**config.mk**
```make
export PLATFORM = sky130hd
export DESIGN_NAME = std_mem_d1_copy
export DESIGN_NICKNAME = d
export VERILOG_FILES = /design/src/rtl/std_mem_d1_copy.sv
export SDC_FILE = /design/constraint.sdc
export NUM_CORES = 1
export LEC_CHECK = 0
export CAP_MARGIN = 10
export CORE_MARGIN = 2
export CORE_UTILIZATION = 31
export DETAILED_ROUTE_END_ITERATION = 16
export HOLD_SLACK_MARGIN = 0.03
export PLACE_DENSITY = 0.79
export SYNTH_ARGS = -nofsm -noshare
export SYNTH_HDL_FRONTEND = slang
export SYNTH_SLANG_ARGS = --single-unit
```
**constraint.sdc**
```tcl
create_clock -name clk -period 1.8 [get_ports clk]
set_clock_uncertainty 0.15 [all_clocks]
set_input_delay 0.54 -clock clk [delete_from_list [all_inputs] [get_ports clk]]
set_output_delay 0.54 -clock clk [all_outputs]
set_load 0.02 [all_outputs]
```
**src/rtl/std_mem_d1_copy.sv**
```systemverilog
// Copy engine between two std_mem_d1 instances: reads n words from the source
// and writes them to the same addresses in the destination, then pulses done.
module std_mem_d1_copy #(
  parameter int WIDTH    = 32,
  parameter int SIZE     = 16,
  parameter int IDX_SIZE = 4
) (
  input  logic                clk,
  input  logic                reset,
  input  logic                go,
  input  logic [IDX_SIZE:0]   len,
  output logic                done,
  output logic [IDX_SIZE-1:0] src_addr0,
  input  logic [WIDTH-1:0]    src_read_data,
  output logic [IDX_SIZE-1:0] dst_addr0,
  output logic [WIDTH-1:0]    dst_write_data,
  output logic                dst_write_en,
  input  logic                dst_done
);

  typedef enum logic [1:0] {IDLE, WRITE, WAIT, FIN} state_t;

  localparam logic [IDX_SIZE:0] SIZE_W = (IDX_SIZE+1)'(SIZE);
  localparam logic [IDX_SIZE:0] ONE    = (IDX_SIZE+1)'(1);

  state_t              state, state_nx;
  logic [IDX_SIZE:0]   idx, n, len_clamp, idx_inc;

  assign len_clamp = (len > SIZE_W) ? SIZE_W : len;
  assign idx_inc   = idx + ONE;

  always_ff @(posedge clk) begin
    if (reset) state <= IDLE;
    else       state <= state_nx;
  end

  always_ff @(posedge clk) begin
    if (reset) begin
      idx <= '0;
      n   <= '0;
    end else begin
      if (state == IDLE && go) begin
        n   <= len_clamp;
        idx <= '0;
      end else if (state == WAIT && dst_done) begin
        idx <= idx_inc;
      end
    end
  end

  always_comb begin
    state_nx = state;
    case (state)
      IDLE:    if (go) state_nx = (len_clamp == '0) ? FIN : WRITE;
      WRITE:   state_nx = WAIT;
      WAIT:    if (dst_done) state_nx = (idx_inc == n) ? FIN : WRITE;
      FIN:     state_nx = IDLE;
      default: state_nx = IDLE;
    endcase
  end

  // Strobes are masked by reset so an abort never leaks a write or a done.
  always_comb begin
    done         = 1'b0;
    dst_write_en = 1'b0;
    case (state)
      WRITE:   dst_write_en = !reset;
      FIN:     done         = !reset;
      default: ;
    endcase
  end

  assign src_addr0      = idx[IDX_SIZE-1:0];
  assign dst_addr0      = idx[IDX_SIZE-1:0];
  assign dst_write_data = src_read_data;

endmodule

```
* Word level (Yosys, flattened, before mapping)
Index checks and enable logic that the tools add are counted.
Storage, ports and cells: output and inout bits 42, register bits after elaboration 12
Operators by class: magnitude comparators 1, eq/ne operators 6, $add $sub $neg 1, multiplexer cells 8, reduce and logical (&&, ||, !) cells 7
Operator list (number):
- $mux W2 | 4
- $pmux W2 S4 | 1
- $add A5 B1 Y5 const B | 1
- $eq A5 B5 Y1 | 1
- $gt A5 B5 Y1 const B | 1
- $logic_not A5 Y1 | 1
- $mux W5 | 1
- $eq A2 B2 Y1 const B | 2
- $ne A2 B2 Y1 const B | 2
- $eq A2 B1 Y1 const B | 1
- $logic_and A1 B1 Y1 | 2
- $logic_not A2 Y1 | 1
- $mux W1 | 2
- $reduce_and A2 Y1 | 1
- $reduce_or A2 Y1 | 1
- $logic_not A1 Y1 | 1

* Longest topological paths before layout
Gate-level depths: netlist (run 1).
word-level depth 6, gate-level depth with buffers 5, mapped depth without buffers 5

* Worst setup path before layout (run 1)
Ideal clock, no wire load.
path type input -> output, from input port reset, to output port dst_write_en, required time 1.110 ns, arrival 1.320 ns, cell stages on the path 2, slack -0.210 ns, path buffers 1, cell sequence clkbuf_1 -> nor3b_1
On the way: word-level cells in the longest chain between the ends 2
RTL lines:
- start: declaration | line 9 | input logic reset,
- $logic_not A1 Y1 | line 67 | WRITE: dst_write_en = !reset;
- $mux W1 | line 66 | case (state)
- end: declaration | line 17 | output logic dst_write_en,
No other way between the ends.

* Final worst setup path (run 1)
Ends and elaborated chain as after synthesis.

==> results of run 1 <==
state kept, by name (all words and copies together) (netlist names):
signal,flops
idx,5
n,5
state,2
report_power, final:
group | leakage, uW | switching, uW | internal, uW | total (uW)
registers | 0.0000975 | 8.98 | 276 | 285
logic | 0.000271 | 44.9 | 52.7 | 97.6
clock network | 0.0000138 | 83.6 | 77.4 | 161
cells in the mapped netlist, types with 2 or more instances:
master / number / share of area [%]
buf_4: 40 / 32
dfxtp_1: 12 / 26
nor2_1: 9 / 3.6
xnor2_1: 8 / 7.5
a22o_1: 4 / 3.8
a211oi_1: 2 / 1.6
a21oi_1: 2 / 1.1
nand2_1: 2 / 0.81
nand3_1: 2 / 1.1
nor3_1: 2 / 1.1
nor4b_1: 2 / 1.9
o21ai_0: 2 / 1.1
xor2_1: 2 / 1.9
worst max path at each step:
stage / startpoint / end / cells past startpoint
3_5_place_dp: reset / dst_write_en / 3
6_report: reset / dst_write_en / 3
5_1_grt: idx[1] / src_addr0[1] / 1
4_1_cts: reset / dst_write_en / 3
2_1_floorplan: reset / dst_write_en / 2
3_3_place_gp: reset / done / 3
worst reg2reg max path, delay by kind of cell (launching register included):
family | cells | cell delay (ns)
compound gates | 3 | 0.32
fa+ha+maj | 1 | 0.24
flops | 1 | 0.34
buf+inv | 1 | 0.14
xor+xnor | 1 | 0.18
cell usage in the layout (no fill, tap or decap), types with 3 or more instances in the layout:
| cell | Yosys | routed |
|---|---|---|
| clkdlybuf4s50_1 | 0 | 7 |
| dlygate4sd2_1 | 0 | 8 |
| xnor2_1 | 8 | 8 |
| clkbuf_4 | 0 | 3 |
| a22o_1 | 4 | 4 |
| nor2_1 | 9 | 9 |
| buf_4 | 40 | 8 |
| dfxtp_1 | 12 | 12 |
per-stage QoR:
stage	instances	cell area, um2	setup slack [ns]	TNS [ns]	hold slack [ns]
floorplan	106	933	0.00511	0	0.316
global placement	120	896	-0.693	-1.80	0.334
detailed placement	120	896	-0.724	-2.09	0.342
CTS	123	907	-0.0133	-0.0133	0.359
global route	123	902	0.0308	0	0.388
finish	123	902	0.0840	0	0.352
logic make-up after synthesis:
group           synth area share (%)
compound gates                  8.36
xor+xnor                        9.43
fa+ha+maj                       1.35
buf+inv                         33.7
flops                           25.9
mux                             1.08
simple gates                    20.2
area by class of cell:
| class | instances | area [um2] | area share (%) |
|---|---|---|---|
| multi-input cells | 51 | 380 | 42.2 |
| flip-flops and latches | 12 | 240 | 26.6 |
| repair buffers | 25 | 216 | 24.0 |
| well taps | 31 | 38.8 | 4.30 |
| clock buffers | 3 | 22.5 | 2.50 |
| inverters | 1 | 3.75 | 0.416 |
routing by layer:
layer	GRT usage, %	vias to the layer above
met5	0	-
met4	9.09	0
met3	2.86	15
met2	15.6	35
met1	10.9	282
li1	-	292
timing repair:
item	4_1_cts	5_1_grt
hold buffers	0	0
pin swaps	0	1
resized for setup	21	1
hold endpoints to repair	0	0
setup endpoints to repair	10	2
==> results.md, run 1 <==
- Run status: finished, violations left
- Violated checks: design-rule violations
- WL/cell: 12.5 um
- Die Wd: 58.7 um
- Worst-path clk slew: 0.07 ns
- Initial antenna violation count: 0
- Synthesized cell area: 928 um2
- Final Util: 32.2%
- Register area share after synthesis: 25.9%
- Yosys warning total: 0
- Met2 WL: 671 um
- Nets@finish: 136
- Hold path cells: 2
- Post-synth EDFFs: 0
- RR Startpoint: idx[0]
- CP Capture Type: primary output
- Overall power: 543 uW
- Num CTS Buffers: 3
- First-pass GRT wire length: 2.60 mm
- Vias in the first global route: 619
- Die Area: 3450 um2
- Sink of the worst hold path: n[4]
- # fillers: 289
- Root Driver: clkbuf_4
- Met3 routed WL: 153 um
- Via count: 624
- Clk_lat worst skew: 0.27 ns
- Final hold viol count: 0
- First DRT Iteration DRCs: 14
- Slew margin rel.: 82.8%
- Worst VDD drop: 260 uV
- Worst endpoint required time: 1.11 ns
- FP Rows: 19
- CTS Sinks: 12
- FF+latch count, synth: 12
- Worst Setup Path Type: primary input to primary output
- Fin crit period: 1.72 ns
- Crit-path max cell delay: 0.21 ns
- Port Buffer Count: 18
- Pleak: 0.000382 uW
- Largest net degree at the start of global routing: 9
- GRT Total Usage: 10.0%
- Hold Path Class: flip-flop to flip-flop
- Slew Viols, Final: 0
- Reg2reg end: state[1]
- # DRC: 4
- Crit share post-route: 95.3%
- CP top delay family: buffers and inverters
- N_diodes: 0
- Htree depth: 1
- Final RePlAce weighted congestion: 0.831
- Setup violators final: 0
- Setup slack, reg-to-reg: 0.33 ns
- Starting density of the core: 33.1%
- Grt ovf: 0
- Max cap viols: 0
- Slowest-stage cell, CP: nor3b_2
- M1 WL: 628 um
- Most used flip-flop cell after synthesis: dfxtp_1
- Ys async rst share: 0%
- Bufs on Longest Clock Path: 2
- Origin of the worst min-delay path: n[4]
- Syn Inst Count: 106
- Synth unique cells: 30
- DIE HEIGHT: 58.7 um
- CTS tree: done
- CP max FO: 3
- Worst Reg-to-Reg Cells: 6
- Vias/cell: 5.07
- Post-detailed-route count of antenna-violating nets: 0
- Setup bufs post-CTS: 0
- Buf/Inv on CP: 2
- Max layer used: met4
- I/O pin total: 83
- Avg Cell Area, Syn: 8.76 um2
- Critical Path Source Type: primary input
- Critical-path cell list: clkbuf_2 > nor3b_2 > buf_4
- DP HPWL: 1.22 mm
- Area Growth Syn to Fin: -2.83%
- Syn nets: 148
- DRT Pass-1 Iters: 10
- Power density cells: 602 nW/um2
- Core box area: 2810 um2
- Share of layout cells above drive strength 1: 20.7%
- Maximum clock frequency: 583 MHz
- Post-Route WL: 1.53 mm
- RSZ-0062 raised after global routing: false
- Slew @ Worst Pin: 0.256 ns
- Critical path arrival: 1.03 ns
Note: power is estimated with default switching activity, not from simulation.
==> run 2, diff against run 1 <==
CORE_UTILIZATION = 33   (was 31)
GPL_TIMING_DRIVEN = 1   (was unset)
PLACE_DENSITY = 0.84   (was 0.79)
clock period = 2.03 ns   (was 1.8 ns; I/O delays follow)
==> results.md, run 2 (synthesis results as in run 1) <==
- Share of layout cells above drive strength 1: 18.7%
- Port Buffer Count: 18
- Slowest-stage cell, CP: clkdlybuf4s50_1
- Max cap viols: 0
- WL/cell: 13.7 um
- # DRC: 0
- Pleak: 0.000376 uW
- RSZ-0062 raised after global routing: false
- N_diodes: 0
- Final hold viol count: 0
- CP Capture Type: primary output
- Post-detailed-route count of antenna-violating nets: 0
- Buf/Inv on CP: 1
- Initial antenna violation count: 0
- Hold Slack: 0.349 ns
- Commonest non-fill, non-tap cell in the layout: dfxtp_1
- Die Wd: 57.0 um
- CP max FO: 3
- Post-Route WL: 1.67 mm
- First DRT Iteration DRCs: 7
- First-pass GRT wire length: 2.64 mm
- Largest net degree at the start of global routing: 9
- Slew @ Worst Pin: 0.416 ns
- Nets@finish: 135
- Core box area: 2710 um2
- DRT Pass-1 Iters: 4
- Run status: finished, final reports clean
- Crit-path max cell delay: 0.61 ns
- Num CTS Buffers: 3
- Critical path arrival: 1.22 ns
- Power density cells: 538 nW/um2
- Htree depth: 1
- Root Driver: clkbuf_4
- Clk_lat worst skew: 0.27 ns
- FP Rows: 19
- # fillers: 295
- CTS Sinks: 12
- Bufs on Longest Clock Path: 2
- Critical Path Source Type: flip-flop
- Most frequent cells in the layout: 12 x dfxtp_1, 10 x clkdlybuf4s50_1, 9 x nor2_1
- Worst VDD drop: 239 uV
- Grt ovf: 0
- Final Util: 33.2%
- Slew margin rel.: 72.1%
- Slew Viols, Final: 0
- Via count: 622
- Area Growth Syn to Fin: -2.96%
- Worst-path clk slew: 0.08 ns
- Setup tns final: 0 ns
- Vias in the first global route: 618
- CP top delay family: buffers and inverters
- I/O pin total: 83
- Critical-path cell list: clkdlybuf4s50_1
- Maximum clock frequency: 506 MHz
- Sequential Area: 240 um2
- DP HPWL: 1.33 mm
- Hold-fix buffers, CTS: 0
- Setup violators final: 0
- Crit share post-route: 97.4%
- Final RePlAce weighted congestion: 0.781
- Setup slack, reg-to-reg: 0.53 ns
- Largest registers: idx x5, n x5, state x2
- Hold Path Class: flip-flop to flip-flop
- Worst Setup Path Type: flip-flop to primary output
- Fin crit period: 1.98 ns
- GRT Total Usage: 10.4%
- Vias/cell: 5.10
- Multi-input gate area: 380 um2
- CTS tree: done
- Post-route non-filler standard cell count: 122
- DIE HEIGHT: 57.0 um
- Die Area: 3250 um2
- Placed cells: 118
- Starting density of the core: 34.3%
- Worst endpoint required time: 1.27 ns
run 2: cell types whose count changed in the layout (fill, tap and decap cells not counted), sizes merged:
cell / change
buf: -1
clkdlybuf4s50: +3
dlymetal6s2s: +1
clkbuf: -1
dlygate4sd2: -4
clkdlybuf4s15: +1
run 2: path summary, 6_finish.rpt:
path,from,endpoint,cells after the start
setup reg to reg,idx[0],state[1],6
hold / removal,n[4],n[4],2
hold reg to reg,n[4],n[4],2
setup / recovery,idx[2],dst_addr0[2],1
run 2: area by class of cell:
type	count	share of cell area (%)
Sequential cell	12	26.7
Multi-Input combinational cell	51	42.2
Tap cell	31	4.31
Inverter	1	0.417
Timing Repair Buffer	24	23.9
Clock buffer	3	2.50
run 2: stage by stage:
step	area [um2]	power [uW]	setup slack (ns)
2_1_floorplan	933	400	0.0971
3_3_place_gp	881	342	-0.598
3_5_place_dp	881	346	-0.640
4_1_cts	897	489	0.0205
5_1_grt	901	510	0.00869
6_report	901	485	0.0532
run 2: power breakdown:
part | total [uW] | internal, uW | switching [uW]
Combinational | 88.0 | 47.9 | 40.1
Clock | 144 | 68.5 | 75.9
Sequential | 252 | 244 | 8.02
run 2: what timing repair did:
action                     CTS  global route
setup endpoints to repair    6             2
setup buffers                1             0
resized for setup           14             2
hold endpoints to repair     0             0
pin swaps                    1             1
run 2: routing by layer:
layer	vias up	track usage [%]	part of all wire, %
met1	282	11.2	39
met2	42	16.1	46
met3	10	2.49	11
li1	288	-	-
met5	-	0	0
met4	0	11.0	4.2
